**config.mk**
```make
export PLATFORM = sky130hd
export DESIGN_NAME = fetch_controller
export DESIGN_NICKNAME = d
export VERILOG_FILES = /design/src/rtl/fetch_controller.sv
export SDC_FILE = /design/constraint.sdc
export NUM_CORES = 1
export LEC_CHECK = 0
export ABC_AREA = 1
export BUFFER_PORTS_ARGS = -buffer_cell sky130_fd_sc_hd__buf_4
export CAP_MARGIN = 20
export CORE_MARGIN = 2
export CORE_UTILIZATION = 52
export DETAILED_ROUTE_END_ITERATION = 7
export PLACE_DENSITY = 0.74
export SYNTH_ARGS = -nofsm -noshare
export SYNTH_HDL_FRONTEND = slang
export SYNTH_SLANG_ARGS = --single-unit
```
**constraint.sdc**
```tcl
create_clock -name clk -period 6.9 [get_ports clk]
set_input_delay 0.69 -clock clk [delete_from_list [all_inputs] [get_ports clk]]
set_output_delay 0.69 -clock clk [all_outputs]
set_load 0.02 [all_outputs]
```
**src/rtl/fetch_controller.sv**
```systemverilog
// fetch_controller: sequential PC generator feeding a circular instruction queue,
// with a redirect that flushes the queue and reloads the fetch PC.
module fetch_controller #(
  parameter logic [63:0] RESET_PC    = 64'h0,
  parameter int          QUEUE_DEPTH = 2,
  localparam int         AW          = $clog2(QUEUE_DEPTH),
  localparam int         CW          = AW + 1
) (
  input  logic          clk,
  input  logic          rst_n,
  input  logic          fetch_en,
  input  logic          redirect_valid,
  input  logic [63:0]   redirect_pc,
  output logic [63:0]   imem_addr,
  input  logic [31:0]   imem_instr,
  output logic          out_valid,
  input  logic          out_ready,
  output logic [31:0]   out_instr,
  output logic [63:0]   out_pc,
  output logic [CW-1:0] q_count
);
  logic [63:0]   r_fetch_pc;
  logic [AW-1:0] r_head;
  logic [AW-1:0] r_tail;
  logic [CW-1:0] r_count;
  logic [63:0]   r_pc_q [QUEUE_DEPTH];
  logic [31:0]   r_instr_q [QUEUE_DEPTH];
  logic          w_push;
  logic          w_pop;
  assign imem_addr = r_fetch_pc;
  assign out_valid = r_count != '0;
  assign q_count   = r_count;
  assign out_pc    = r_pc_q[r_head];
  assign out_instr = r_instr_q[r_head];
  assign w_pop     = out_valid & out_ready;
  // A pop frees the slot in the same cycle, so a full queue can still accept a push.
  assign w_push    = fetch_en & ~redirect_valid & ((r_count < CW'(QUEUE_DEPTH)) | w_pop);
  always_ff @(posedge clk) begin
    if (!rst_n) begin
      r_fetch_pc <= RESET_PC;
      r_head     <= '0;
      r_tail     <= '0;
      r_count    <= '0;
    end else if (redirect_valid) begin
      r_fetch_pc <= redirect_pc & ~64'h3;
      r_head     <= '0;
      r_tail     <= '0;
      r_count    <= '0;
    end else begin
      r_fetch_pc <= w_push ? r_fetch_pc + 64'd4 : r_fetch_pc;
      r_tail     <= w_push ? r_tail + AW'(1) : r_tail;
      r_head     <= w_pop ? r_head + AW'(1) : r_head;
      r_count    <= r_count + CW'(w_push) - CW'(w_pop);
    end
  end
  always_ff @(posedge clk) begin
    if (w_push) begin
      r_pc_q[r_tail]    <= r_fetch_pc;
      r_instr_q[r_tail] <= imem_instr;
    end
  end
endmodule

```
==> flow_metrics.py <==
metrics = {
    "pwr": {
        "irDropWorstVdd_v": 0.0001810,
        "finalPower_mw": 3.485,
        "p_leak_nw": 5.737,
        "p_per_area_nw_per_um2": 234.8,
    },
    "critical_path": {
        "cpMostUsedCell": "buf_4",
        "cp-end-kind": "output port",
        "startpoint_type": "register",
        "cp.arrival_ps": 2570,
        "ff2ff_path_depth": 8,
        "crit_chain": "buf_4 -> mux2_2 -> buf_4",
        "cp_max_fo": 56,
        "slowest_stage": "dfxtp_4",
        "critical_path.max_stage_delay_ps": 680,
        "cp_num_cells": 3,
        "worstPathRequired_ps": 6210,
        "cp_num_buf_inv": 2,
        "crit_type": "reg2out",
        "crit_family": "buffers and inverters",
    },
    "cells_and_area": {
        "syn_to_final_growth_pct": 24.89,
        "nFillCells": 1806,
        "regArea_um2": 6990,
        "final_common_cell": "nand2_1",
        "stdcell_count": 1735,
        "nets": 1533,
        "mostFrequentLayoutCells": "nand2_1 (292), buf_4 (263), edfxtp_1 (188)",
        "diodes": 0,
        "drive_above_1_share_pct": 32.69,
        "multi_input_area_um2": 4195,
    },
    "sta": {
        "finalCritPeriodShare_pct": 47.29,
        "setup_ws_ps": 3637,
        "max_slew.worst_pin.slew_ps": 905.7,
        "hold_violations": 0,
        "finClkSkew_ps": 13.04,
        "whs_ps": 336.7,
        "fin_crit_ps": 3263,
        "rsz0062_at_grt": "false",
        "tns_ps": 0,
        "setup_violations": 0,
        "maxSlewHeadroom_pct": 39.16,
        "finalMaxSlewViolations": 0,
        "max_freq_ghz": 0.3065,
    },
    "placement": {
        "gp_congestion": 0.9610,
        "port-buffer-count": 257,
        "dp.cells": 1687,
        "dpl_worst_slack_ps": 3559,
        "dp.final_hpwl_um": 21970,
    },
    "clock_network": {
        "cts_setup_buffers": 0,
        "numCtsBuffers": 26,
        "post_cts_resized": 0,
        "cts.path.max_buffers": 3,
        "cts.clk_slew.worst_paths_ps": 60,
        "cts_hold_buf": 0,
        "clockRootBuffer": "clkbuf_16",
        "htreeDepth": 1,
        "insertion_delay_ps": 550,
        "tritoncts": "yes",
        "clock-sinks": 255,
    },
    "yosys": {
        "seq_area_frac_synth_pct": 58.79,
        "synthCells": 1174,
        "ys_types": 36,
        "ys_ff_latch": 255,
        "syn_area_per_cell_um2": 10.12,
        "synth.cell_area_um2": 11880,
        "ys_warn_count": 0,
    },
    "drt": {
        "routedWlPerCell_um": 17.94,
        "antenna_left": 0,
        "via_per_inst": 5.262,
        "drc_errors": 0,
        "dr.pass1.iters": 5,
        "drt_wl_total_um": 31120,
        "num_vias": 9130,
        "first_iter_violations": 643,
    },
    "hold_path": {
        "whs_path_depth": 1,
        "hp-class": "in2reg",
    },
    "global_route": {
        "grt_pass1_vias": 8768,
        "gr-usage-all-layers_pct": 25.26,
        "grt_antenna_before_repair": 0,
        "gr-total-overflow": 0,
        "grt_max_degree": 64,
        "grt_pass1_wl_um": 47840,
    },
    "die": {
        "start_util_pct": 52.81,
        "core_um2": 22500,
        "num_io_pins": 264,
        "rows": 55,
        "die_area_um2": 24080,
        "die_h_um": 155.2,
        "die_w_um": 155.2,
    },
    "status": {
        "status": "complete, no violations",
    },
    "flow_run": {
        "maxCapViolations": 0,
    },
}
==> worst paths after layout <==
path,slack [ps],end,from
setup / recovery,3640,out_instr[27],register
hold / removal,340,r_instr_q[0][2]$_DFFE_PP_,imem_instr[2]
setup reg to reg,4390,imem_addr[63]$_SDFFE_PN0P_,q_count[1]$_SDFF_PP0_
hold reg to reg,490,register,r_head$_SDFFE_PP0P_
==> worst register-to-register path: stages, from the launching register on <==
cell	delay (ps)
dfxtp_1	370
inv_1	100
o21bai_4	430
inv_4	380
nor2_8	380
inv_4	300
o21ai_0	280
inv_1	60
a21oi_1	130
==> layout make-up <==
type	instances	share of cell area, %
multi-input combinational	747	28.27
clock inverter	12	0.6576
clock buffer	36	4.772
timing repair buffer	263	13.30
sequential	255	47.10
inverter	137	3.499
tap	285	2.403
==> sequential cells by signal (all words and copies together), names as in the netlist, named ones only <==
register   count
imem_addr     62
q_count        2
r_head         1
r_instr_q     64
r_pc_q       124
r_tail         1
==> cell usage after synthesis, drive strengths merged <==
cell type | count | area (um^2)
nand2 | 295 | 1115
edfxtp | 188 | 5645
inv | 136 | 515.5
nor2 | 125 | 508.0
mux2 | 94 | 1059
dfxtp | 67 | 1341
o21ai | 66 | 424.2
nand3 | 61 | 305.3
a21oi | 52 | 369.1
buf | 25 | 160.1
a31oi | 15 | 93.84
clkbuf | 13 | 48.80
xor2 | 12 | 105.1
nand4 | 8 | 50.05
xnor2 | 6 | 52.55
ha | 2 | 25.02
nor3 | 2 | 10.01
a22oi | 1 | 7.510
clkinv | 1 | 3.750
conb | 1 | 3.750
o211ai | 1 | 7.510
o21bai | 1 | 18.77
o221ai | 1 | 8.760
or2 | 1 | 6.260
==> report_power, final <==
group          total (mW)  internal [mW]  leakage [nW]  switching [mW]
registers            1.77           1.71          2.29          0.0591
clock network        1.34          0.755         0.391           0.583
logic               0.378          0.164          3.06           0.214
==> per-layer routing <==
layer	part of all wire [%]	wire, um	GRT usage, %
met2	46	14220	41.44
met3	8.1	2522	5.181
met1	43	13450	34.26
met5	0	0	0
met4	3.0	935	7.427
==> logic make-up after synthesis <==
kind of cell | synth area share (%)
mux | 8.907
fa+ha+maj | 0.2105
simple gates | 16.78
xor+xnor | 1.327
other cells | 0.03156
compound gates | 7.823
flops | 58.79
buf+inv | 6.128
==> metrics by stage <==
stage | util (%) | cell area, um^2
global placement | 62.37 | 14040
global route | 65.96 | 14840
finish | 65.96 | 14840
floorplan | - | 11900
detailed placement | 62.37 | 14040
CTS | 65.96 | 14840
Power figures use the tool's default switching activity.
